==> config.mk <==
export PLATFORM = sky130hd
export DESIGN_NAME = instr_fetch_unit
export DESIGN_NICKNAME = d
export VERILOG_FILES = /design/src/rtl/riscv_pkg.sv /design/src/rtl/instr_fetch_unit.sv
export SDC_FILE = /design/constraint.sdc
export NUM_CORES = 1
export LEC_CHECK = 0
export CAP_MARGIN = 20
export CORE_UTILIZATION = 43
export CTS_BUF_LIST = sky130_fd_sc_hd__clkbuf_2 sky130_fd_sc_hd__clkbuf_4 sky130_fd_sc_hd__clkbuf_8
export DETAILED_ROUTE_END_ITERATION = 8
export GPL_ROUTABILITY_DRIVEN = 0
export PLACE_DENSITY = 0.8
export SLEW_MARGIN = 20
export SYNTH_ARGS = -nofsm -noshare
export SYNTH_HDL_FRONTEND = slang
export SYNTH_SLANG_ARGS = --single-unit
==> constraint.sdc <==
create_clock -name clk -period 2 [get_ports clk]
set_input_delay 0.4 -clock clk [delete_from_list [all_inputs] [get_ports clk]]
set_output_delay 0.4 -clock clk [all_outputs]
set_load 0.02 [all_outputs]
==> src/rtl/riscv_pkg.sv <==
// riscv_pkg: shared ISA constants and fetch-state encoding for the front end
package riscv_pkg;
  localparam int XLEN = 32;
  localparam logic [31:0] NOP_INSTR = 32'h0000_0013;
  localparam logic [6:0] R_TYPE = 7'b0110011;
  localparam logic [6:0] I_TYPE = 7'b0010011;
  localparam logic [6:0] S_TYPE = 7'b0100011;
  localparam logic [6:0] LOAD   = 7'b0000011;
  localparam logic [6:0] BRANCH = 7'b1100011;
  localparam logic [6:0] JAL    = 7'b1101111;
  localparam logic [6:0] JALR   = 7'b1100111;
  typedef enum logic [2:0] {IDLE, FETCH, WAIT, DROP, HOLD} fetch_state_e;
endpackage

==> src/rtl/instr_fetch_unit.sv <==
// instr_fetch_unit: PC, single-outstanding imem fetch and decode-stage instruction register
module instr_fetch_unit import riscv_pkg::*; #(
  parameter logic [XLEN-1:0] RESET_PC = '0
) (
  input  logic            clk,
  input  logic            rst,
  output logic            imem_req_valid,
  input  logic            imem_req_ready,
  output logic [XLEN-1:0] imem_req_addr,
  input  logic            imem_rsp_valid,
  input  logic [31:0]     imem_rsp_data,
  output logic            dec_valid,
  input  logic            dec_ready,
  output logic [31:0]     dec_instr,
  output logic [XLEN-1:0] dec_pc,
  output logic [6:0]      dec_op,
  output logic [2:0]      dec_funct3,
  output logic            dec_funct7,
  input  logic            redirect,
  input  logic [XLEN-1:0] redirect_target
);
  fetch_state_e state;
  logic [XLEN-1:0] pc_q, req_pc, tgt;
  assign tgt = redirect_target & ~XLEN'(3);
  assign imem_req_valid = state == FETCH;
  assign imem_req_addr = pc_q;
  assign dec_valid = state == HOLD;
  assign dec_op = dec_instr[6:0];
  assign dec_funct3 = dec_instr[14:12];
  assign dec_funct7 = dec_instr[30];
  always_ff @(posedge clk) begin
    if (rst) begin
      state <= IDLE;
      pc_q <= RESET_PC;
      req_pc <= RESET_PC;
      dec_instr <= NOP_INSTR;
      dec_pc <= '0;
    end else begin
      if (redirect) pc_q <= tgt;
      case (state)
        IDLE: state <= FETCH;
        FETCH: if (imem_req_ready) begin
          state <= redirect ? DROP : WAIT;
          req_pc <= pc_q;
        end
        WAIT: if (redirect) state <= imem_rsp_valid ? FETCH : DROP;
          else if (imem_rsp_valid) begin
            state <= HOLD;
            dec_instr <= imem_rsp_data;
            dec_pc <= req_pc;
            pc_q <= req_pc + XLEN'(4);
          end
        DROP: if (imem_rsp_valid) state <= FETCH;
        HOLD: if (redirect || dec_ready) state <= FETCH;
        default: state <= IDLE;
      endcase
    end
  end
endmodule

## Word-level counts from Yosys, hierarchy flattened

Cells that the tools add are included.
Widths: inputs -> output; s select.

| cells by class | value |
|---|---|
| mux-type cells | 12 |
| bitwise gates (word level) | 1 |
| equal/unequal tests | 8 |
| add/subtract/negate cells | 1 |
| reductions and logical operators | 5 |

Operators with widths:

| cell | count |
|---|---|
| $mux 32 | 4 |
| $add 32x3->32 const B | 1 |
| $mux 3 | 5 |
| $pmux 3 s5 | 1 |
| $eq 3x2->1 const B | 2 |
| $ne 2x1->1 const B | 2 |
| $reduce_and 4->1 | 1 |
| $eq 3x1->1 const B | 1 |
| $eq 3x3->1 const B | 1 |
| $logic_not 3->1 | 1 |
| $ne 3x3->1 const B | 1 |
| $reduce_and 3->1 | 1 |
| $mux 2 | 1 |
| $ne 2x2->1 const B | 1 |
| $reduce_and 2->1 | 1 |
| $logic_or 1x1->1 | 1 |
| $mux 1 | 1 |
| $not 1->1 | 1 |

| storage, ports and cells | value |
|---|---|
| flip-flop bits (word level) | 131 |
| output and inout port bits | 109 |
| bits of input ports | 70 |

## Depth between registers and ports, before layout

| logic depth | value |
|---|---|
| depth in word-level cells | 4 |
| gate-level depth with buffers | 8 |

## Least setup slack after synthesis

Ideal clock, no wire load.

| path | value |
|---|---|
| kind | reg2reg |
| from | register req_pc[2] |
| to | register pc_q[26], in the netlist imem_req_addr[26] |
| period minus slack after synthesis | 2.181 ns |
| stages on the path, launching flop included | 7 |
| path slack | -0.181 ns |
| arrival | 2.090 ns |
| cells stage by stage | dfxtp_1 > ha_1 > nand3_2 > or4_1 > buf_2 > or4_1 > a311oi_1 |

| between the ends | value |
|---|---|
| longest elaborated chain between the ends | 4 |

RTL lines:

| item | line | source |
|---|---|---|
| from (decl) | instr_fetch_unit.sv:23 | `logic [XLEN-1:0] pc_q, req_pc, tgt;` |
| from (signal assigned) | instr_fetch_unit.sv:44 | `req_pc <= pc_q;` |
| $add 32x3->32 | instr_fetch_unit.sv:51 | `pc_q <= req_pc + XLEN'(4);` |
| $mux 32 | instr_fetch_unit.sv:47 | `else if (imem_rsp_valid) begin` |
| $mux 32 | instr_fetch_unit.sv:46 | `WAIT: if (redirect) state <= imem_rsp_valid ? FETCH : DROP;` |
| $mux 32 | instr_fetch_unit.sv:40 | `case (state)` |
| to (signal assigned) | instr_fetch_unit.sv:39 | `if (redirect) pc_q <= tgt;` |
| to (signal assigned) | instr_fetch_unit.sv:51 |  |
| to (decl) | instr_fetch_unit.sv:23 |  |

Every way passes these cells.
A chain may end at the register's enable or synchronous reset.

## Final worst setup path

| path | value |
|---|---|
| from | register req_pc[13] |
| to | register pc_q[23], in the netlist imem_req_addr[23] |

The elaborated chain is that of the path after synthesis.

==> out/metrics.csv <==
stage,metric,value,unit
floorplanning,initial cell density of the core,44.3,%
global_route,GRT Overall Usage,23.2,%
cts,Worst-Skew Late Latency,0.45,ns
setup_path,"CP delay by family, top",simple AND/OR/NAND/NOR gates,
logic_synthesis,Synth Area per Inst,7.98,um2
setup_path,type of the worst setup path,flip-flop to flip-flop,
global_route,largest net degree at the start of global routing,57,
cts,Inserted Clock Buffers,17,
setup_path,CP cell instances,nand4_1 > or4_4 > or4_4 > a311oi_2,
timing,max-slew violations,0,
floorplanning,Die Area,13600,um2
placed_design,HPWL after DPL,10.6,mm
logic_synthesis,Post-synth ARST share,0,%
floorplanning,Row Count,41,
timing,final setup vio count,0,
detailed_routing,Vias/cell,5.18,
power,worst vdd ir,0.000374,V
global_route,first-pass GRT wire length,24.4,mm
logic_synthesis,"Primary FF master, synth",dfxtp_1,
global_route,initial antenna violation count,0,
cts,"Clk pin slew, worst setup/hold paths",0.07,ns
logic_synthesis,Synth Area in Adders,0.222,%
logic_synthesis,post-synthesis register bit count,131,
detailed_routing,post-route ant nets,0,
logic_synthesis,sequential fraction of the synthesis area,46.5,%
timing,Tcrit/Tclk final,97.5,%
timing,post-route minimum period,1.95,ns
power,pwr dens,684,nW/um2
setup_path,WP data required,2.36,ns
setup_path,most frequent CP cell,or4_4,
setup_path,CP startpoint kind,flip-flop,
floorplanning,Die Height,117,um
detailed_routing,DRC errors left,0,
finish,Antenna diodes,0,
detailed_routing,First-pass DRT Iterations,4,
finish,Util after Layout,64.7,%
timing,maximum clock rate,0.513,GHz
timing,Worst slew margin,65.7,%
setup_path,flop-to-flop setup slack,0.05,ns
logic_synthesis,Synth Area in Compound Gates,18.4,%
logic_synthesis,post-synthesis mux area share,1.95,%
setup_path,crit-path max FO,8,
run_status,status,"finished, final reports clean",
logic_synthesis,Post-synth EDFFs,0,
logic_synthesis,Post-Syn Nets,778,
timing,setup TNS,0,ns
job,maxcap violations,0,
finish,Synth-to-Final Area Change,45.9,%
setup_path,Worst path max stage delay,0.65,ns
timing,"Hold Vio Cnt, Final",0,
cts,htree depth,4,
finish,Filler Cell Count,1116,
setup_path,Buf/Inv on CP,0,
global_route,gr ovfl total,0,
logic_synthesis,largest family of logic cells by synthesized area,simple AND/OR/NAND/NOR gates,
logic_synthesis,Synth Instances,707,
power,Leak,2.80,nW
finish,layout cells sized above 1,12.8,%
logic_synthesis,Post-Synth XOR/XNOR Area,2.17,%
cts,clock sink count,131,
hold_path,worst min-delay path class,primary input to flip-flop,
detailed_routing,WL per Instance,15.0,um
placed_design,port buffer count,176,
logic_synthesis,mapped cell area,5640,um2
cts,CTS max path bufs,2,
timing,final worst slack,0.0491,ns
cts,CTS root buf,clkbuf_8,
setup_path,worst r2r path cells,4,
global_route,vias in the first global route,5035,
cts,CTS tree,yes,
logic_synthesis,yosys warns,0,
hold_path,Hold Path Depth,2,
setup_path,Worst path depth,4,
setup_path,CP arrival,2.31,ns
timing,Max Clock Skew,0.0104,ns
logic_synthesis,simple-gate area share of the yosys netlist,24.3,%
power,overall power,0.00563,W
floorplanning,Die X,117,um
floorplanning,core footprint,12700,um2
detailed_routing,DR vias,5525,
setup_path,Crit-path slowest cell,or4_4,
timing,Worst-Margin Slew,0.514,ns
floorplanning,I/O pin cnt,179,
placed_design,pre-CTS setup slack,-0.0179,ns
finish,layout net count,953,
logic_synthesis,post-synth cell types,41,
setup_path,CP Capture Type,flip-flop,
timing,RSZ-0062 raised after global routing,true,
detailed_routing,1st-iter DRT viols,396,
detailed_routing,drt total wl,16.0,mm
## logic make-up (layout without fill, tap and decap cells)
group	after synthesis	count (layout)
AND/OR/NAND/NOR	299	300
AO/OA/AOI/OAI	174	174
flip-flops	131	131
buffers and inverters	77	263
XOR/XNOR	14	14
multiplexers	11	11
adder cells (fa/ha/maj)	1	1
## synthesized netlist by cell type, types with 3 or more instances
cell | instances | area share [%]
nor2_1 | 11 | 0.73
nor2b_1 | 22 | 2.4
a21oi_1 | 107 | 9.5
o21ai_0 | 5 | 0.44
nor4_1 | 6 | 0.67
nand3_1 | 8 | 0.71
nand4_1 | 9 | 1.0
buf_2 | 10 | 0.89
nand2_1 | 200 | 13
inv_1 | 5 | 0.33
nor3b_1 | 3 | 0.40
or4_1 | 8 | 1.1
clkbuf_1 | 47 | 3.1
and4_1 | 3 | 0.47
or2_2 | 3 | 0.33
buf_4 | 12 | 1.6
dfxtp_1 | 131 | 46
a311oi_1 | 9 | 1.4
o31ai_1 | 7 | 0.93
xnor2_1 | 12 | 1.9
nand2b_1 | 4 | 0.44
or3_1 | 3 | 0.33
a211o_1 | 4 | 0.62
nor3_1 | 6 | 0.53
nand3b_1 | 4 | 0.53
a211oi_1 | 37 | 4.9
mux2i_1 | 11 | 2.0
## area by class of cell
type                       count  area (um2)  share of cell area (%)
clock buffer                  25         307                    3.72
clock inverter                 6        55.1                   0.669
inverter                       5        18.8                   0.228
multi-input combinational    500        2760                    33.5
sequential                   131        2640                    32.0
tap                          172         215                    2.61
timing repair buffer         227        2240                    27.2
## worst reg2reg max path, cell delays in order (launching register included)
cell	delay, ns
dfxtp_2	0.33
nand4_1	0.21
or4_4	0.66
or4_4	0.44
a311oi_2	0.24
## path summary, 6_finish.rpt
check / start / endpoint
max: req_pc[13] / imem_req_addr[23]
min: rst / req_pc[14]
max reg2reg: req_pc[13] / imem_req_addr[23]
min reg2reg: dec_instr[7] / dec_instr[7]
## flip-flops by register name, indices dropped and copies added (netlist names)
| signal | count |
|---|---|
| imem_req_addr | 32 |
| dec_instr | 32 |
| req_pc | 32 |
| state | 3 |
| dec_pc | 32 |
## cells in the final DEF, fill, tap and decap left out, types with 3 or more instances in the layout
cell,Yosys,final
nand2_1,200,200
clkdlybuf4s50_1,0,172
dfxtp_1,131,122
a21oi_1,107,107
buf_4,12,42
a211oi_1,37,37
nor2b_1,22,22
clkbuf_8,0,19
xnor2_1,12,12
mux2i_1,11,11
nor2_1,11,10
nand4_1,9,9
buf_12,0,9
nand3_1,8,8
dfxtp_2,0,8
a311oi_1,9,7
o31ai_1,7,6
nor3_1,6,6
clkbuf_4,0,6
o21ai_0,5,5
inv_1,5,5
nor4_1,6,5
or4_4,1,5
or4_1,8,5
clkinv_2,0,5
nand2b_1,4,4
a211o_1,4,4
nand3b_1,4,4
and4_1,3,3
or3_1,3,3
## layer usage
metal | vias to the layer above | share of wire, % | GRT usage [%]
met5 | - | 0 | 0
met4 | 0 | 2.0 | 9.70
met3 | 22 | 7.1 | 5.86
met2 | 178 | 48 | 38.2
met1 | 2555 | 43 | 28.8
li1 | 2770 | - | -
## metrics by stage
stage | instances | instance area [um2] | hold slack [ns]
floorplan | 707 | 5680 | 0.444
global placement | 1030 | 7770 | 0.441
detailed placement | 1030 | 7770 | 0.446
CTS | 1061 | 8140 | 0.399
global route | 1066 | 8230 | 0.431
finish | 1066 | 8230 | 0.431
## what timing repair did
item,in CTS,in global routing
setup endpoints to repair,5,11
hold buffers,0,0
gates cloned,0,1
buffers inserted,0,4
gates resized for setup,5,17
pin swaps,2,4
## power breakdown
| group | switching, W | internal (W) |
|---|---|---|
| clock | 0.000969 | 0.00111 |
| sequential | 0.0000761 | 0.00269 |
| combinational | 0.000386 | 0.000396 |
| total | 0.00143 | 0.00420 |
No activity file was read; power rests on OpenSTA's default activity.
